[src/rtl/soc_error_collector.sv]
// Error-report collector: round-robin over sources into an in-order FIFO; drives IRQ_ERROR and a sticky fatal flag.
// Latency: a report accepted at edge T is at the head after T. Backpressure: all src_ready low when full and not popping.
// Optional macro ERR_COLLECTOR_TIMESTAMP_EN adds a free-running cycle stamp per entry on out_ts.
module soc_error_collector #(
  parameter int NUM_SRC    = 8,
  parameter int FIFO_DEPTH = 8,
  parameter int ADDR_W     = 32,
  localparam int CNT_W     = $clog2(FIFO_DEPTH + 1),
  localparam int SRC_W     = $clog2(NUM_SRC)
) (
  input  logic                      clk,
  input  logic                      rst,
  input  logic [NUM_SRC-1:0]        src_valid,
  output logic [NUM_SRC-1:0]        src_ready,
  input  logic [4*NUM_SRC-1:0]      src_type,
  input  logic [ADDR_W*NUM_SRC-1:0] src_addr,
  input  logic [8*NUM_SRC-1:0]      src_master,
  input  logic [NUM_SRC-1:0]        src_fatal,
  output logic                      out_valid,
  input  logic                      out_ready,
  output logic [3:0]                out_type,
  output logic [ADDR_W-1:0]         out_addr,
  output logic [7:0]                out_master,
  output logic                      out_fatal,
  output logic [SRC_W-1:0]          out_src,
  output logic [CNT_W-1:0]          fill_level,
  output logic                      fatal_sticky,
  input  logic                      fatal_clr,
  output logic                      irq_err
`ifdef ERR_COLLECTOR_TIMESTAMP_EN
  ,
  output logic [31:0]               out_ts
`endif
);

  localparam int PTR_W = $clog2(FIFO_DEPTH);
  localparam logic [3:0] ERR_NONE  = 4'h0;
  localparam logic [3:0] ERR_FATAL = 4'hF;

  typedef struct packed {
    logic [3:0]        typ;
    logic [ADDR_W-1:0] addr;
    logic [7:0]        master;
    logic              fatal;
    logic [SRC_W-1:0]  src;
`ifdef ERR_COLLECTOR_TIMESTAMP_EN
    logic [31:0]       ts;
`endif
  } entry_t;

  entry_t           mem [FIFO_DEPTH];
  entry_t           g_ent;
  entry_t           head;
  logic [PTR_W-1:0] wr_ptr, rd_ptr;
  logic [CNT_W-1:0] cnt;
  logic [SRC_W-1:0] rr_ptr;
  logic             sticky;
  logic             hi_vld, lo_vld;
  logic [SRC_W-1:0] hi_idx, lo_idx, gnt_idx;
  logic             head_vld, space, accept, push, pop, fatal_set;
`ifdef ERR_COLLECTOR_TIMESTAMP_EN
  logic [31:0]      ts_cnt;
`endif

  // Descending scan: the last hit is the lowest index, both overall and at/after rr_ptr.
  always_comb begin
    hi_vld = 1'b0;
    hi_idx = '0;
    lo_vld = 1'b0;
    lo_idx = '0;
    for (int i = NUM_SRC - 1; i >= 0; i--) begin
      if (src_valid[i]) begin
        lo_vld = 1'b1;
        lo_idx = SRC_W'(i);
        if (SRC_W'(i) >= rr_ptr) begin
          hi_vld = 1'b1;
          hi_idx = SRC_W'(i);
        end
      end
    end
  end

  assign gnt_idx  = hi_vld ? hi_idx : lo_idx;
  assign head_vld = (cnt != '0) & ~rst;
  assign pop      = head_vld & out_ready;
  assign space    = (cnt < CNT_W'(FIFO_DEPTH)) | pop;
  assign accept   = lo_vld & space & ~rst;

  always_comb begin
    g_ent = '0;
    for (int i = 0; i < NUM_SRC; i++) begin
      if (gnt_idx == SRC_W'(i)) begin
        g_ent.typ    = src_type[4*i +: 4];
        g_ent.addr   = src_addr[ADDR_W*i +: ADDR_W];
        g_ent.master = src_master[8*i +: 8];
        g_ent.fatal  = src_fatal[i];
      end
    end
    g_ent.src = gnt_idx;
`ifdef ERR_COLLECTOR_TIMESTAMP_EN
    g_ent.ts = ts_cnt;
`endif
  end

  always_comb begin
    src_ready = '0;
    for (int i = 0; i < NUM_SRC; i++) begin
      src_ready[i] = accept & (gnt_idx == SRC_W'(i));
    end
  end

  // ERR_NONE is handshaken but leaves no trace: no entry, no pointer move, no fatal.
  assign push      = accept & (g_ent.typ != ERR_NONE);
  assign fatal_set = push & (g_ent.fatal | (g_ent.typ == ERR_FATAL));

  always_ff @(posedge clk) begin
    if (rst) begin
      wr_ptr <= '0;
      rd_ptr <= '0;
      cnt    <= '0;
      rr_ptr <= '0;
      sticky <= 1'b0;
    end else begin
      if (push) begin
        wr_ptr <= wr_ptr + 1'b1;
        rr_ptr <= (gnt_idx == SRC_W'(NUM_SRC - 1)) ? '0 : gnt_idx + 1'b1;
      end
      if (pop) begin
        rd_ptr <= rd_ptr + 1'b1;
      end
      case ({push, pop})
        2'b10:   cnt <= cnt + 1'b1;
        2'b01:   cnt <= cnt - 1'b1;
        default: cnt <= cnt;
      endcase
      if (fatal_set) begin
        sticky <= 1'b1;
      end else if (fatal_clr) begin
        sticky <= 1'b0;
      end
    end
  end

  always_ff @(posedge clk) begin
    if (push) begin
      mem[wr_ptr] <= g_ent;
    end
  end

`ifdef ERR_COLLECTOR_TIMESTAMP_EN
  always_ff @(posedge clk) begin
    if (rst) begin
      ts_cnt <= '0;
    end else begin
      ts_cnt <= ts_cnt + 1'b1;
    end
  end
`endif

  assign head         = mem[rd_ptr];
  assign out_valid    = head_vld;
  assign out_type     = head_vld ? head.typ    : '0;
  assign out_addr     = head_vld ? head.addr   : '0;
  assign out_master   = head_vld ? head.master : '0;
  assign out_fatal    = head_vld ? head.fatal  : 1'b0;
  assign out_src      = head_vld ? head.src    : '0;
`ifdef ERR_COLLECTOR_TIMESTAMP_EN
  assign out_ts       = head_vld ? head.ts     : '0;
`endif
  assign fill_level   = rst ? '0 : cnt;
  assign fatal_sticky = sticky & ~rst;
  assign irq_err      = out_valid | fatal_sticky;

endmodule
[config.mk]
export PLATFORM = sky130hd
export DESIGN_NAME = soc_error_collector
export DESIGN_NICKNAME = d
export VERILOG_FILES = /design/src/rtl/soc_error_collector.sv
export SDC_FILE = /design/constraint.sdc
export NUM_CORES = 1
export LEC_CHECK = 0
export ABC_CLOCK_PERIOD_IN_PS = 8600
export BUFFER_PORTS_ARGS = -buffer_cell sky130_fd_sc_hd__buf_2
export CORE_MARGIN = 1.5
export CORE_UTILIZATION = 49
export CTS_CLUSTER_SIZE = 28
export DETAILED_ROUTE_END_ITERATION = 8
export GPL_TIMING_DRIVEN = 1
export PLACE_DENSITY_LB_ADDON = 0.05
export REMOVE_ABC_BUFFERS = 1
export SETUP_SLACK_MARGIN = 0.5
export SLEW_MARGIN = 20
export SYNTH_ARGS = -nofsm -noshare
export SYNTH_HDL_FRONTEND = slang
export SYNTH_SLANG_ARGS = --single-unit
[constraint.sdc]
create_clock -name clk -period 8.6 [get_ports clk]
set_clock_uncertainty 0.05 [all_clocks]
set_input_delay 0.86 -clock clk [delete_from_list [all_inputs] [get_ports clk]]
set_output_delay 0.86 -clock clk [all_outputs]
set_load 0.05 [all_outputs]
==> flow_metrics.py, run 1 <==
metrics = {
    "sta": {
        "worst_pin_slew_ns": 1.09,
        "min_period_ns": 5.90,
        "setup_viol": 0,
        "setup_slack_ns": 2.70,
        "slew_headroom_pct": 26.9,
        "grt_setup_unrepaired": "false",
        "final_hold_viol_count": 0,
        "maxSlewViolCount": 0,
        "fin_crit_sh_pct": 68.6,
        "fmax_mhz": 169,
    },
    "status": {
        "status": "completed",
    },
    "floorplan": {
        "num_io_pins": 435,
        "die_y_um": 199,
        "num_rows": 71,
        "die_area_mm2": 0.0397,
        "die_w_um": 199,
        "initial_core_util_pct": 50.0,
        "core_mm2": 0.0378,
    },
    "drt": {
        "drtIter0Drc": 1067,
        "drc": 0,
        "routed_wirelength_um": 49900,
        "vias": 13200,
        "routedWlPerCell_um": 22.1,
        "detail-route-antenna-nets": 0,
        "drtPass1Iterations": 7,
        "avgViaCountPerCell": 5.82,
    },
    "cts": {
        "ctsHtreeMaxLevel": 2,
        "cts_tree": "done",
        "cts.sinks": 401,
        "post_cts_resized": 0,
        "clock_latency_ns": 0.52,
        "clockBufferDepth": 3,
        "post-cts-setup-buffers": 0,
        "cts-root-buf": "clkbuf_16",
        "cts.clk_slew.worst_paths_ns": 0.06,
        "hold_buffers": 0,
        "numCtsBuffers": 40,
    },
    "power_and_ir_drop": {
        "peakVddDrop_uv": 267,
        "power_switching_mw": 3.44,
        "p_leak_nw": 8.09,
        "power_density_mw_per_mm2": 394,
        "clkPwrFrac_pct": 19.9,
        "swShare_pct": 38.1,
        "comb_power_share_pct": 41.7,
        "p_seq_share_pct": 38.4,
        "p_int_mw": 5.60,
    },
    "grt": {
        "grtUsageMet1_pct": 33.2,
        "grtUsageMet2_pct": 41.9,
        "grt_busiest_layer": "met2",
        "gr-usage-met3_pct": 4.34,
        "grt_pass1_vias": 12900,
        "antenna_found_initial": 4,
        "grt_max_degree": 63,
        "track_usage_pct": 24.9,
        "gr-total-overflow": 0,
        "grt_pass1_wl_um": 73500,
    },
    "setup_path": {
        "endpoint_kind": "register",
        "critPathRequiredTime_ns": 9.00,
        "arrival_ns": 6.31,
        "timing.rr.start": "rr_ptr[1]",
        "reg2reg_slack_ns": 2.72,
        "path_max_fanout": 24,
        "critPathKind": "primary input to register",
        "r2r_cells": 19,
        "crit-reg2reg-capture": "cnt[2]",
        "worstSetupStartpointType": "primary input",
    },
    "logic_synthesis": {
        "synth.area.top_cells": "edfxtp_1 61%, mux4_2 11%, a211oi_1 3.2%",
        "synth_edf_count": 384,
        "async_flop_share_pct": 0,
        "yosys_warnings": 0,
        "synth_area_leader_cell": "edfxtp_1",
        "synth_cells": 1329,
        "synth.top_cell.area_share_pct": 61.1,
        "ys_seq_area_share_pct": 62.9,
        "synth_ff_type": "edfxtp_1",
        "synthDistinctLibCells": 54,
        "synth_seq_cells": 401,
        "avgSynthCellArea_um2": 14.2,
        "syn_area_mm2": 0.0189,
    },
    "place": {
        "portBuffers": 434,
        "dp_slack_ns": 2.22,
        "dp_hpwl_um": 32000,
        "gp_congestion": 0.819,
    },
    "hold_path": {
        "hold_depth": 2,
        "hold_start": "wr_ptr[2]",
        "min_path_type": "register to register",
        "whs_endpoint": "wr_ptr[2]",
    },
    "cells_and_area": {
        "syn2layout_area_growth_pct": 21.6,
        "most-common-layout-cells": "434 x buf_2, 384 x edfxtp_1, 149 x nor2_1",
        "drive_gt1_share_pct": 36.9,
        "fin_util_pct": 60.8,
        "final_common_cell": "buf_2",
        "layout.nets": 2102,
    },
    "run": {
        "maxCapViolations": 0,
    },
}
==> cell families (layout without fill, tap and decap cells) <==
group	after synthesis	count (layout)	share of synthesized area [%]
AOI/OAI and AO/OA	314	314	11.6
xor gates and xnor gates	6	6	0.278
adders and majority gates	11	11	0.729
buffers and inverters	128	548	2.76
DFF	401	401	62.9
muxes	150	150	14.3
other	0	2	0
and+or+nand+nor	319	319	7.43
==> sequential cells by signal (all words and copies together) (netlist names), named ones only <==
signal / count
mem: 384
rr_ptr: 3
rd_ptr: 3
sticky: 1
wr_ptr: 3
cnt: 4
==> worst max-delay path: stages <==
cell and delay, ns:
buf_2 0.13, or3_4 0.40, o211a_1 0.15, nand3b_1 0.18, o311a_1 0.51, inv_1 0.13
ha_1 0.72, nand3b_1 0.20, a21o_1 0.12, a21oi_1 0.07, mux2i_1 0.20, a41oi_2 0.32
o41ai_4 0.92, ha_1 0.37, xor2_1 0.17, ha_1 0.16, a21oi_1 0.05, xor2_1 0.16
or3_1 0.31, a21oi_1 0.15
==> Yosys cell counts, drive strengths merged (6+ instances only) <==
library cell,number
mux2i,54
and2,6
nor2,155
a21oi,64
buf,41
or3,6
mux4,96
xor2,6
edfxtp,384
ha,11
nand3b,8
nor2b,12
a211oi,81
dfxtp,17
o311ai,41
nand2,70
a22oi,41
nor3,47
inv,16
clkbuf,70
o21ai,53
==> stage by stage <==
| step | hold WS (ns) | setup TNS (ns) | std cells | power, mW | area (µm²) |
|---|---|---|---|---|---|
| finish | 0.439 | 0 | 2262 | 9.04 | 22900 |
| global route | 0.469 | 0 | 2260 | 9.55 | 22900 |
| CTS | 0.443 | 0 | 2260 | 9.12 | 22900 |
| detailed placement | 0.434 | 0 | 2188 | 7.31 | 21600 |
| global placement | 0.431 | 0 | 2188 | 7.23 | 21600 |
| floorplan | 0.401 | -31.60 | 1218 | 6.06 | 18400 |
==> power groups by stage <==
stage	combinational, mW	clock, mW	sequential (mW)
floorplan	2.53	0	3.53
global placement	3.73	0	3.50
detailed placement	3.80	0	3.51
CTS	3.81	1.83	3.47
global route	4.14	1.90	3.50
finish	3.77	1.80	3.47
==> worst max path at each step <==
stage,startpoint,to,slack [ns],cells past startpoint
global route,rr_ptr[1],cnt[2],2.23,19
global placement,src_valid[6],cnt[2],2.33,20
detailed placement,src_valid[6],cnt[2],2.22,20
floorplan,src_valid[6],mem[0][0],-0.66,11
finish,src_valid[6],cnt[2],2.70,20
CTS,rr_ptr[1],cnt[2],2.75,19
==> cell type report <==
type                    instances  area, µm²
fillers                      2992      14800
flip-flops and latches        401      11900
multi-input cells             800       6570
repair buffers                459       2400
clock buffers                  46       1070
well taps                     511        639
clock inverters                26        310
inverters                      17       68.8
diodes                          2       5.00
==> layer usage <==
layer	part of all wire [%]	vias up
met5	0.024	-
li1	-	6083
met3	6.9	77
met2	49	505
met4	2.3	2
met1	42	6494
Power figures use the tool's default switching activity.
==> run 2: changes to the inputs <==
ABC_CLOCK_PERIOD_IN_PS = 5200   (was 8600)
clock period = 5.2 ns   (was 8.6 ns; I/O delays follow)
==> run 2 against run 1 <==
Worst setup slack worse by 1.9 ns. Clock power rose by 50%. Routed wire length rose by 0.82%. Critical path depth is 2 lower. Utilization up 1.1 points. Sequential share of layout area shrank 0.91 points. Hold slack lost 0.20 ns. Register-to-register slack worse by 1.9 ns. Die area unchanged. Flip-flop and latch count stayed put. Combinational power up 82%. Count of clock-buffer cells in the layout is 5 higher. Largest cell class unchanged. Largest power group unchanged.
==> flow_metrics.py, run 2 (same netlist as run 1, synthesis figures left out) <==
metrics = {
    "sta": {
        "maxSlewViolCount": 0,
        "setup_viol": 0,
        "final_hold_viol_count": 0,
        "slew_headroom_pct": 27.1,
        "worst_pin_slew_ns": 1.09,
        "fmax_mhz": 226,
        "min_period_ns": 4.42,
        "grt_setup_unrepaired": "false",
        "fin_crit_sh_pct": 84.9,
        "setup_slack_ns": 0.785,
    },
    "drt": {
        "detail-route-antenna-nets": 0,
        "drtIter0Drc": 1035,
        "vias": 13500,
        "routedWlPerCell_um": 21.8,
        "drc": 0,
        "routed_wirelength_um": 50300,
        "avgViaCountPerCell": 5.84,
        "drtPass1Iterations": 5,
    },
    "run": {
        "maxCapViolations": 0,
    },
    "grt": {
        "gr-total-overflow": 0,
        "grtUsageMet1_pct": 33.7,
        "grt_pass1_vias": 13100,
        "track_usage_pct": 25.0,
        "grt_max_degree": 58,
        "gr-usage-met3_pct": 4.02,
        "grtUsageMet2_pct": 42.5,
        "antenna_found_initial": 2,
        "grt_busiest_layer": "met2",
        "grt_pass1_wl_um": 74400,
    },
    "place": {
        "gp_congestion": 0.852,
        "dp_hpwl_um": 33300,
        "dp_slack_ns": 0.170,
        "portBuffers": 434,
        "placed_area_mm2": 0.0220,
    },
    "setup_path": {
        "critPathRequiredTime_ns": 5.60,
        "path_max_fanout": 12,
        "arrival_ns": 4.82,
        "critPathMaxStageDelay_ns": 0.45,
        "endpoint_kind": "register",
        "critPathKind": "register to register",
        "worstPathCellList": "o21ba_2 -> o211a_1 -> nand3b_1 -> o311a_1 -> buf_4 -> ha_1 -> buf_4 -> a21oi_1 -> o31ai_1 -> o31a_1 -> o41ai_4 -> buf_4 -> ha_1 -> nor2b_1 -> a21oi_1 -> o32a_1 -> or3_1 -> a21oi_1",
        "cp_slowest_cell": "o41ai_4",
        "worstSetupStartpointType": "register",
    },
    "cells_and_area": {
        "antenna_cells": 0,
        "n_fill_cell": 2950,
        "final_common_cell": "buf_2",
        "multi_input_area_mm2": 0.00663,
        "reg_top3": "mem (384), cnt (4)",
        "most-common-layout-cells": "434 x buf_2, 384 x edfxtp_1, 148 x nor2_1",
        "layout.nets": 2152,
        "syn2layout_area_growth_pct": 23.8,
        "largest-register": "mem",
        "drive_gt1_share_pct": 39.0,
        "area.sequential_mm2": 0.0119,
        "design_area_mm2": 0.0234,
        "fin_util_pct": 61.9,
        "largest_register_ffs": 384,
    },
    "status": {
        "status": "completed",
    },
    "floorplan": {
        "num_rows": 71,
        "die_w_um": 199,
        "core_mm2": 0.0378,
        "num_io_pins": 435,
        "die_area_mm2": 0.0397,
        "die_y_um": 199,
        "initial_core_util_pct": 50.0,
    },
    "power_and_ir_drop": {
        "peakVddDrop_uv": 383,
        "p_leak_nw": 8.30,
        "power_density_mw_per_mm2": 653,
    },
    "cts": {
        "cts.sinks": 401,
        "clock_latency_ns": 0.53,
        "numCtsBuffers": 40,
        "clockBufferDepth": 3,
        "cts_tree": "done",
        "cts-root-buf": "clkbuf_16",
        "cts.clk_slew.worst_paths_ns": 0.06,
        "ctsHtreeMaxLevel": 2,
        "hold_buffers": 0,
    },
    "hold_path": {
        "min_path_type": "primary input to register",
    },
}
## run 2: path summary, 6_finish.rpt
path / slack (ns) / from / cells after the start / endpoint
worst min register to register: 0.43 / rd_ptr[1] / 2 / register
worst max register to register: 0.78 / rr_ptr[1] / 18 / cnt[3]
worst max-delay path: 0.78 / rr_ptr[1] / 18 / cnt[3]
worst min-delay path: 0.24 / fatal_clr / 2 / sticky
## run 2: power breakdown
group	total, mW	internal (mW)	switching (mW)
logic	6.85	2.36	4.48
registers	5.72	5.54	0.178
clock network	2.70	1.55	1.15
## run 2: cell type report
type | instances | share of cell area (%)
clock buffer | 51 | 4.55
clock inverter | 19 | 0.696
inverter | 17 | 0.295
multi-input combinational | 800 | 28.4
sequential | 401 | 50.9
tap | 511 | 2.74
timing repair buffer | 509 | 12.5
## run 2: worst max-delay path: cells and delay by family, from the launching register on
family                   cells  cell delay, ns
AO/OA/AOI/OAI               10            2.24
AND/OR/NAND/NOR              3            0.65
buffers and inverters        3            0.55
flip-flops                   1            0.41
adder cells (fa/ha/maj)      2            0.42
## run 2: layer usage
| layer | up-vias | wire length, µm |
|---|---|---|
| met5 | - | 11 |
| met4 | 2 | 971 |
| met3 | 73 | 3650 |
| met2 | 551 | 24800 |
| met1 | 6672 | 20900 |
| li1 | 6172 | - |
## run 2: per-stage QoR
step	power (mW)	TNS (ns)	cells	hold slack, ns
2_1_floorplan	10.0	-1062.04	1218	0.401
3_3_place_gp	12.4	0	2231	0.416
3_5_place_dp	12.5	0	2231	0.424
4_1_cts	15.3	0	2301	0.227
5_1_grt	16.1	0	2308	0.228
6_report	15.3	0	2308	0.242
## run 2: repair_timing
action | 4_1_cts | 5_1_grt
resized for setup | 1 | 13
setup buffers | 0 | 7
pin swaps | 0 | 4
setup endpoints to repair | 68 | 383
==> run 3: changes to the inputs <==
ABC_CLOCK_PERIOD_IN_PS = 4300   (was 5200)
CORE_UTILIZATION = 50   (was 49)
clock period = 4.3 ns   (was 5.2 ns; I/O delays follow)
==> run 3 against run 2 <==
The flow now finishes with violations (setup timing). Register-to-register slack got worse by 0.81 ns. Cell count rose by 5.8%. Worst setup slack got worse by 0.81 ns. Sequential share of layout area fell by 5.2 points. Combinational power rose by 50%. Die area fell by 2.0%. Flip-flop and latch count did not move. Count of clock-buffer cells in the layout rose by 1. Routed wire length rose by 21%. Clock power rose by 27%. Critical path depth rose by 3. Highest routed layer unchanged.
==> flow_metrics.py, run 3 (same netlist as run 1, synthesis figures left out) <==
metrics = {
    "grt": {
        "grt_pass1_vias": 14400,
        "gr-total-overflow": 0,
        "antenna_found_initial": 2,
        "grt_max_degree": 54,
        "grtUsageMet1_pct": 38.9,
        "grt_busiest_layer": "met2",
        "gr-usage-met3_pct": 5.70,
        "grtUsageMet2_pct": 51.7,
        "grt_pass1_wl_um": 86200,
        "track_usage_pct": 30.1,
    },
    "floorplan": {
        "num_rows": 70,
        "num_io_pins": 435,
        "die_area_mm2": 0.0389,
        "core_mm2": 0.0369,
        "initial_core_util_pct": 51.2,
        "die_y_um": 197,
        "die_w_um": 197,
    },
    "place": {
        "dp_cells": 2255,
        "placed_area_mm2": 0.0224,
        "dp_hpwl_um": 35400,
        "gp_congestion": 0.861,
        "dp_slack_ns": -0.271,
        "portBuffers": 434,
    },
    "status": {
        "status": "finished with violations",
        "violations": "setup timing",
    },
    "drt": {
        "detail-route-antenna-nets": 0,
        "drtPass1Iterations": 5,
        "avgViaCountPerCell": 5.98,
        "drc": 0,
        "routed_wirelength_um": 61000,
        "drtIter0Drc": 1257,
        "routedWlPerCell_um": 25.0,
        "vias": 14600,
    },
    "setup_path": {
        "cp_common_cell": "buf_6",
        "path_max_fanout": 6,
        "critPathRequiredTime_ns": 4.50,
        "critPathKind": "register to register",
        "cp_slowest_cell": "or3_4",
        "cpLargestDelayFamily": "buffers and inverters",
        "endpoint_kind": "register",
        "worstSetupStartpointType": "register",
        "critPathMaxStageDelay_ns": 0.39,
        "arrival_ns": 4.53,
        "worstPathCellList": "buf_6 -> o32a_1 -> o22ai_1 -> o31ai_2 -> buf_4 -> buf_6 -> ha_4 -> buf_6 -> ha_4 -> buf_4 -> buf_6 -> or3_4 -> a21oi_4 -> o41ai_4 -> buf_4 -> or2_4 -> buf_6 -> nor2_4 -> buf_12 -> buf_12 -> clkbuf_16",
        "reg2reg_slack_ns": -0.03,
        "worst-path-buf-inv": 11,
    },
    "sta": {
        "maxSlewViolCount": 0,
        "slew_headroom_pct": 27.2,
        "min_period_ns": 4.33,
        "setup_slack_ns": -0.0297,
        "setup_viol": 10,
        "final_hold_viol_count": 0,
        "grt_setup_unrepaired": "true",
        "fin_crit_sh_pct": 101,
        "fmax_mhz": 231,
        "worst_pin_slew_ns": 1.09,
    },
    "cts": {
        "cts.clk_slew.worst_paths_ns": 0.06,
        "cts.sinks": 401,
        "clock_latency_ns": 0.54,
        "clockBufferDepth": 3,
        "numCtsBuffers": 40,
        "cts-root-buf": "clkbuf_16",
        "ctsHtreeMaxLevel": 2,
        "cts_tree": "done",
    },
    "cells_and_area": {
        "multi_input_area_mm2": 0.00681,
        "fin_util_pct": 70.7,
        "reg_top3": "mem (384), cnt (4)",
        "largest-register": "mem",
        "syn2layout_area_growth_pct": 38.1,
        "largest_register_ffs": 384,
        "design_area_mm2": 0.0261,
        "drive_gt1_share_pct": 45.0,
        "final_common_cell": "buf_2",
        "finalNonFillerCells": 2442,
        "area.sequential_mm2": 0.0119,
        "most-common-layout-cells": "434 x buf_2, 384 x edfxtp_1, 147 x nor2_1",
        "layout.nets": 2288,
        "n_fill_cell": 2468,
    },
    "hold_path": {
        "min_path_type": "primary input to register",
    },
    "power_and_ir_drop": {
        "power_density_mw_per_mm2": 795,
        "p_leak_nw": 9.48,
        "peakVddDrop_uv": 516,
    },
    "run": {
        "maxCapViolations": 0,
    },
}
run 3: layout make-up:
cell class / instances / share of cell area (%)
timing repair buffer: 645 / 20.6
tap: 504 / 2.42
antenna: 2 / 0.0192
inverter: 17 / 0.312
sequential: 401 / 45.6
multi-input combinational: 800 / 26.1
clock buffer: 52 / 4.05
clock inverter: 21 / 0.792
run 3: metrics by stage:
step / TNS, ns / hold slack, ns / power (mW)
global placement: -22.46 / 0.405 / 15.2
floorplan: -1700.76 / 0.401 / 12.1
CTS: 0 / 0.0844 / 20.1
finish: -0.153 / 0.0924 / 20.7
detailed placement: -59.32 / 0.414 / 15.4
global route: -5.99 / 0.113 / 21.6
run 3: repair_timing:
action                     4_1_cts  5_1_grt
buffers inserted                57       15
hold endpoints to repair         0        0
hold buffers                     0        0
resized for setup              133       31
setup endpoints to repair      711      715
pin swaps                       20       19
cloned                          34        6
run 3: layer usage:
layer  part of all wire, %  wire (µm)
met1                    38      23300
met2                    51      31400
met3                   8.0       4860
met4                   2.5       1510
met5                 0.011          7
run 3: final timing paths:
path              from         end  depth (start not counted)
min          fatal_clr      sticky                          2
max          rr_ptr[1]  mem[5][39]                         21
max reg2reg  rr_ptr[1]  mem[5][39]                         21
min reg2reg  rd_ptr[1]    register                          2
run 3: report_power, final:
| group | internal, mW | switching, mW | total (mW) |
|---|---|---|---|
| logic | 4.11 | 6.19 | 10.3 |
| clock network | 1.93 | 1.49 | 3.42 |
| registers | 6.72 | 0.281 | 7.00 |
| total | 12.8 | 7.96 | 20.7 |
